--- src/rtl/booth_r4_seq_mac.sv ---
// booth_r4_seq_mac: sequential radix-4 Booth signed multiply-accumulate, one B digit per clock,
// valid/ready on both sides, optional zeroing of the low product columns.
module booth_r4_seq_mac #(
    parameter int WIDTH_A = 16,
    parameter int WIDTH_B = 16,
    parameter int ACC_W   = 40,
    parameter int APP_LSB = 0
) (
    input  logic               clk,
    input  logic               rst_n,
    input  logic               in_valid,
    output logic               in_ready,
    input  logic [WIDTH_A-1:0] in_a,
    input  logic [WIDTH_B-1:0] in_b,
    input  logic               in_acc,
    output logic               out_valid,
    input  logic               out_ready,
    output logic [ACC_W-1:0]   out_data,
    output logic               busy
);
    localparam int CW = $clog2(WIDTH_B);
    localparam logic [CW-1:0] LAST = CW'(WIDTH_B / 2 - 1);
    localparam logic [ACC_W-1:0] MASK = ~((ACC_W'(1) << APP_LSB) - ACC_W'(1));
    typedef enum logic [1:0] {IDLE, RUN, DONE} state_t;
    state_t state, state_nxt;
    logic accept;
    logic [CW-1:0] cnt;
    logic [WIDTH_B:0] b_sh;
    logic [ACC_W-1:0] m, mag, pp, acc;
    logic [2:0] t;
    always_ff @(posedge clk) begin
        if (!rst_n) state <= IDLE;
        else state <= state_nxt;
    end
    always_comb begin
        in_ready  = state == IDLE;
        out_valid = state == DONE;
        busy      = state != IDLE;
        accept    = in_valid && in_ready;
        state_nxt = accept ? RUN :
                    (state == RUN && cnt == LAST) ? DONE :
                    (state == DONE && out_ready) ? IDLE : state;
    end
    // b_sh[2:0] is the current Booth triplet {b[2i+1], b[2i], b[2i-1]}; m is A pre-shifted by 2i
    assign t = b_sh[2:0];
    always_comb begin
        mag = (t == 3'b011 || t == 3'b100) ? m << 1 : (t == 3'b000 || t == 3'b111) ? '0 : m;
        pp  = (t[2] ? -mag : mag) & MASK;
    end
    always_ff @(posedge clk) begin
        if (!rst_n) begin
            acc  <= '0;
            cnt  <= '0;
            b_sh <= '0;
            m    <= '0;
        end else if (accept) begin
            acc  <= in_acc ? acc : '0;
            cnt  <= '0;
            b_sh <= {in_b, 1'b0};
            m    <= {{(ACC_W - WIDTH_A){in_a[WIDTH_A-1]}}, in_a};
        end else if (state == RUN) begin
            acc  <= acc + pp;
            cnt  <= cnt + CW'(1);
            b_sh <= b_sh >> 2;
            m    <= m << 2;
        end
    end
    assign out_data = acc;
endmodule
--- config.mk ---
export PLATFORM = sky130hd
export DESIGN_NAME = booth_r4_seq_mac
export DESIGN_NICKNAME = d
export VERILOG_FILES = /design/src/rtl/booth_r4_seq_mac.sv
export SDC_FILE = /design/constraint.sdc
export NUM_CORES = 1
export LEC_CHECK = 0
export ABC_AREA = 1
export BUFFER_PORTS_ARGS = -buffer_cell sky130_fd_sc_hd__buf_2
export CELL_PAD_IN_SITES_DETAIL_PLACEMENT = 0
export CELL_PAD_IN_SITES_GLOBAL_PLACEMENT = 2
export CORE_ASPECT_RATIO = 1.25
export CORE_MARGIN = 4
export CORE_UTILIZATION = 29
export DETAILED_ROUTE_END_ITERATION = 12
export PLACE_DENSITY_LB_ADDON = 0.1
export SLEW_MARGIN = 20
export SYNTH_ARGS = -nofsm -noshare
export SYNTH_HDL_FRONTEND = slang
export SYNTH_SLANG_ARGS = --single-unit
--- constraint.sdc ---
create_clock -name clk -period 3.84 [get_ports clk]
set_input_delay 1.152 -clock clk [delete_from_list [all_inputs] [get_ports clk]]
set_output_delay 1.152 -clock clk [all_outputs]
set_load 0.005 [all_outputs]
==> impl_metrics.tcl <==
set metrics [dict create \
    status "finished clean" \
    maxCapViolations 0 \
    yosys_warnings 0 \
    syn_area_per_cell_um2 6.24 \
    fmax_mhz 265 \
    r2r-end "out_data[39]" \
    power_frac_clock_pct 26.1 \
    clockBufferDepth 2 \
    holdPathEnd "b_sh[15]" \
    cts_hold_buf 0 \
    hold_path_depth 2 \
    dp_hpwl_mm 23.5 \
    grt_setup_unrepaired "true" \
    synthDistinctLibCells 41 \
    hold_path.class "register to register" \
    reg2reg_from "b_sh[1]" \
    r2r_slack_ns 0.07 \
    p_sw_share_pct 37.2 \
    start_util_pct 29.5 \
    final_cell_mix "nand2_1 (286), buf_4 (216), inv_1 (111)" \
    die_h_um 193 \
    yosysTopAreaCellShare_pct 26.0 \
    finalSetupViolCount 0 \
    whs_ns 0.468 \
    synth_flop_cell "dfxtp_1" \
    gp_congestion 0.896 \
    coreArea_mm2 0.0269 \
    syn2layout_area_growth_pct 52.0 \
    antenna_found_initial 0 \
    grt_usage_pct 20.1 \
    cp-start-kind "register" \
    synth_fp_nets 1352 \
    setup_tns_ns 0 \
    slew_headroom_pct 55.5 \
    p_comb_share_pct 40.1 \
    diodes 0 \
    route.met3.wl_um 533 \
    power_density_mw_per_mm2 295 \
    highest_layer "met4" \
    period_share_pct 98.2 \
    final_antenna_net_count 0 \
    drive_gt1_share_pct 40.6 \
    crit_fanout 7 \
    hold_violations 0 \
    slew_violations 0 \
    worstSkewPairLatency_ns 0.37 \
    fill_cells 2855 \
    crit_type "register to register" \
    wl_met2_mm 15.4 \
    htreeDepth 3 \
    drt_first_iter_violations 304 \
    drt_wl_total_mm 30.5 \
    fin_nets 1637 \
    synth_area_mm2 0.00793 \
    switching_power_mw 1.32 \
    route.detailed.drc 0 \
    path_clk_slew_ns 0.08 \
    synth-async-reset-ratio_pct 0 \
    row_count 67 \
    yosysSeqAreaShare_pct 26.0 \
    numClockSinks 103 \
    synth_area_leaders "dfxtp_1 (26%), nand2_1 (16%), a21oi_1 (7.6%)" \
    port_buffers 79 \
    worstRegToRegCells 26 \
    die_w_um 156 \
    worst_ep_required_time_ns 4.15 \
    final_cells 1905 \
    vias_per_cell 4.79 \
    synth_edf_count 0 \
    total_power_mw 3.56 \
    seqPwrFrac_pct 33.9 \
    dr_total_vias 9127 \
    place_inst 1861 \
    synth_seq_cells 103 \
    dieArea_mm2 0.0301 \
    cts_buffers 9 \
    grt_pass1_wl_mm 47.6 \
    period_minus_slack_ns 3.77 \
    intPower_mw 2.24 \
    tightest_slew_ns 0.668 \
    endpoint_kind "register" \
    pin_count 80 \
    grt_start_max_net_pins 73 \
    synth_area_leader_cell "dfxtp_1" \
    worst_ep_arrival_time_ns 4.08 \
    wl_met1_mm 13.7 \
    peakVddDrop_uv 215 \
    min_from "b_sh[15]" \
    grt_overflow 0 \
    skew_ns 0.00932 \
    cts_tree "built" \
    drtPass1Iterations 4 \
    layout_commonest_cell "nand2_1" \
    synthCells 1271 \
    postLayoutCoreUtil_pct 44.8 \
    drt-wirelength-per-cell_um 16.0 \
    first_global_vias 9075 \
    p_leak_nw 5.47 \
    cts_root_buf "clkbuf_16" \
]
## kinds of logic after synthesis
| family | after synthesis | synth area share [%] |
|---|---|---|
| adder cells (fa/ha/maj) | 44 | 7.04 |
| flip-flops | 103 | 26.0 |
| AO/OA/AOI/OAI | 292 | 21.2 |
| XOR/XNOR | 37 | 4.09 |
| buffers and inverters | 192 | 9.61 |
| AND/OR/NAND/NOR | 603 | 32.1 |
## power groups by stage
stage / clock network, mW / registers (mW) / logic (mW)
final: 0.928 / 1.21 / 1.43
after global routing: 0.992 / 1.22 / 1.56
after CTS: 0.959 / 1.20 / 1.19
after detailed placement: 0 / 1.23 / 1.10
after global placement: 0 / 1.23 / 1.10
after floorplan: 0 / 1.21 / 0.622
## per-layer routing
metal	track usage (%)	up-vias
met4	6.03	0
met2	36.3	94
li1	-	4777
met3	2.27	32
met5	0	-
met1	25.1	4224
## sequential cells by signal, summed over array words and instances, names as in the netlist
name      cells
m            40
out_data     40
b_sh         17
cnt           4
state         2
## metrics by stage
step                      worst slack, ns  instance area (um^2)
final                              0.0695                 12100
after global routing               -0.166                 12100
after CTS                        -0.00153                 10900
after detailed placement           -0.494                 10200
after global placement             -0.527                 10200
after floorplan                     0.189                  7930
## worst max-delay path: stages (launching register included)
cell,delay [ns]
dfxtp_4,0.38
nand2_4,0.10
nand2_4,0.08
buf_12,0.14
nand3_1,0.10
nand2_1,0.09
nor2_2,0.13
nand2_2,0.07
nor2_4,0.11
buf_4,0.12
buf_4,0.11
nand3_4,0.10
nor3_4,0.21
nor2_1,0.07
xor2_1,0.18
ha_1,0.40
buf_4,0.16
nand2_4,0.06
nor2_4,0.10
inv_2,0.05
nor4_4,0.33
nand4_1,0.20
nand3_2,0.13
inv_1,0.04
nand2_1,0.05
nand3_1,0.06
a21oi_1,0.14
## how the worst max path moves through the flow
| stage | startpoint | endpoint | slack, ns | cells after the start |
|---|---|---|---|---|
| 5_1_grt | b_sh[1] | out_data[38] | -0.17 | 28 |
| 3_3_place_gp | b_sh[2] | out_data[39] | -0.53 | 23 |
| 2_1_floorplan | b_sh[0] | out_data[31] | 0.19 | 28 |
| 4_1_cts | b_sh[0] | out_data[39] | -0.002 | 25 |
| 3_5_place_dp | b_sh[2] | out_data[39] | -0.49 | 23 |
| 6_report | b_sh[1] | out_data[39] | 0.07 | 26 |
## cells in the mapped netlist (3+ instances only)
cell      instances
a211oi_1          3
a21boi_0          3
a21o_1            8
a21oi_1         121
a221oi_1         25
a31oi_1          35
buf_1             4
buf_2             3
buf_4             4
buf_6             3
clkbuf_1         30
dfxtp_1         103
ha_1             43
inv_1           136
inv_2            11
nand2_1         339
nand2_2          11
nand3_1          62
nand3_2           3
nand3b_1          4
nand4_1           7
nor2_1          127
nor2_2            9
nor3_1           17
nor4_1            7
o21ai_0          62
o21ai_1          19
o21ai_2           4
o21bai_1          8
or2_2            10
xnor2_1          17
xor2_1           20
## area by class of cell
| class | instances | area, um^2 | share of cell area (%) |
|---|---|---|---|
| clock buffer | 11 | 243 | 2.01 |
| clock inverter | 4 | 30.0 | 0.249 |
| inverter | 148 | 568 | 4.71 |
| multi-input combinational | 976 | 6410 | 53.2 |
| sequential | 103 | 2070 | 17.2 |
| tap | 345 | 432 | 3.58 |
| timing repair buffer | 318 | 2300 | 19.1 |
## timing repair
item | CTS | global route
buffers inserted | 6 | 26
resized for setup | 105 | 270
endpoints found under the setup margin | 24 | 30
gates cloned | 0 | 0
pin swaps | 35 | 113
(Power assumes the default switching activity.)
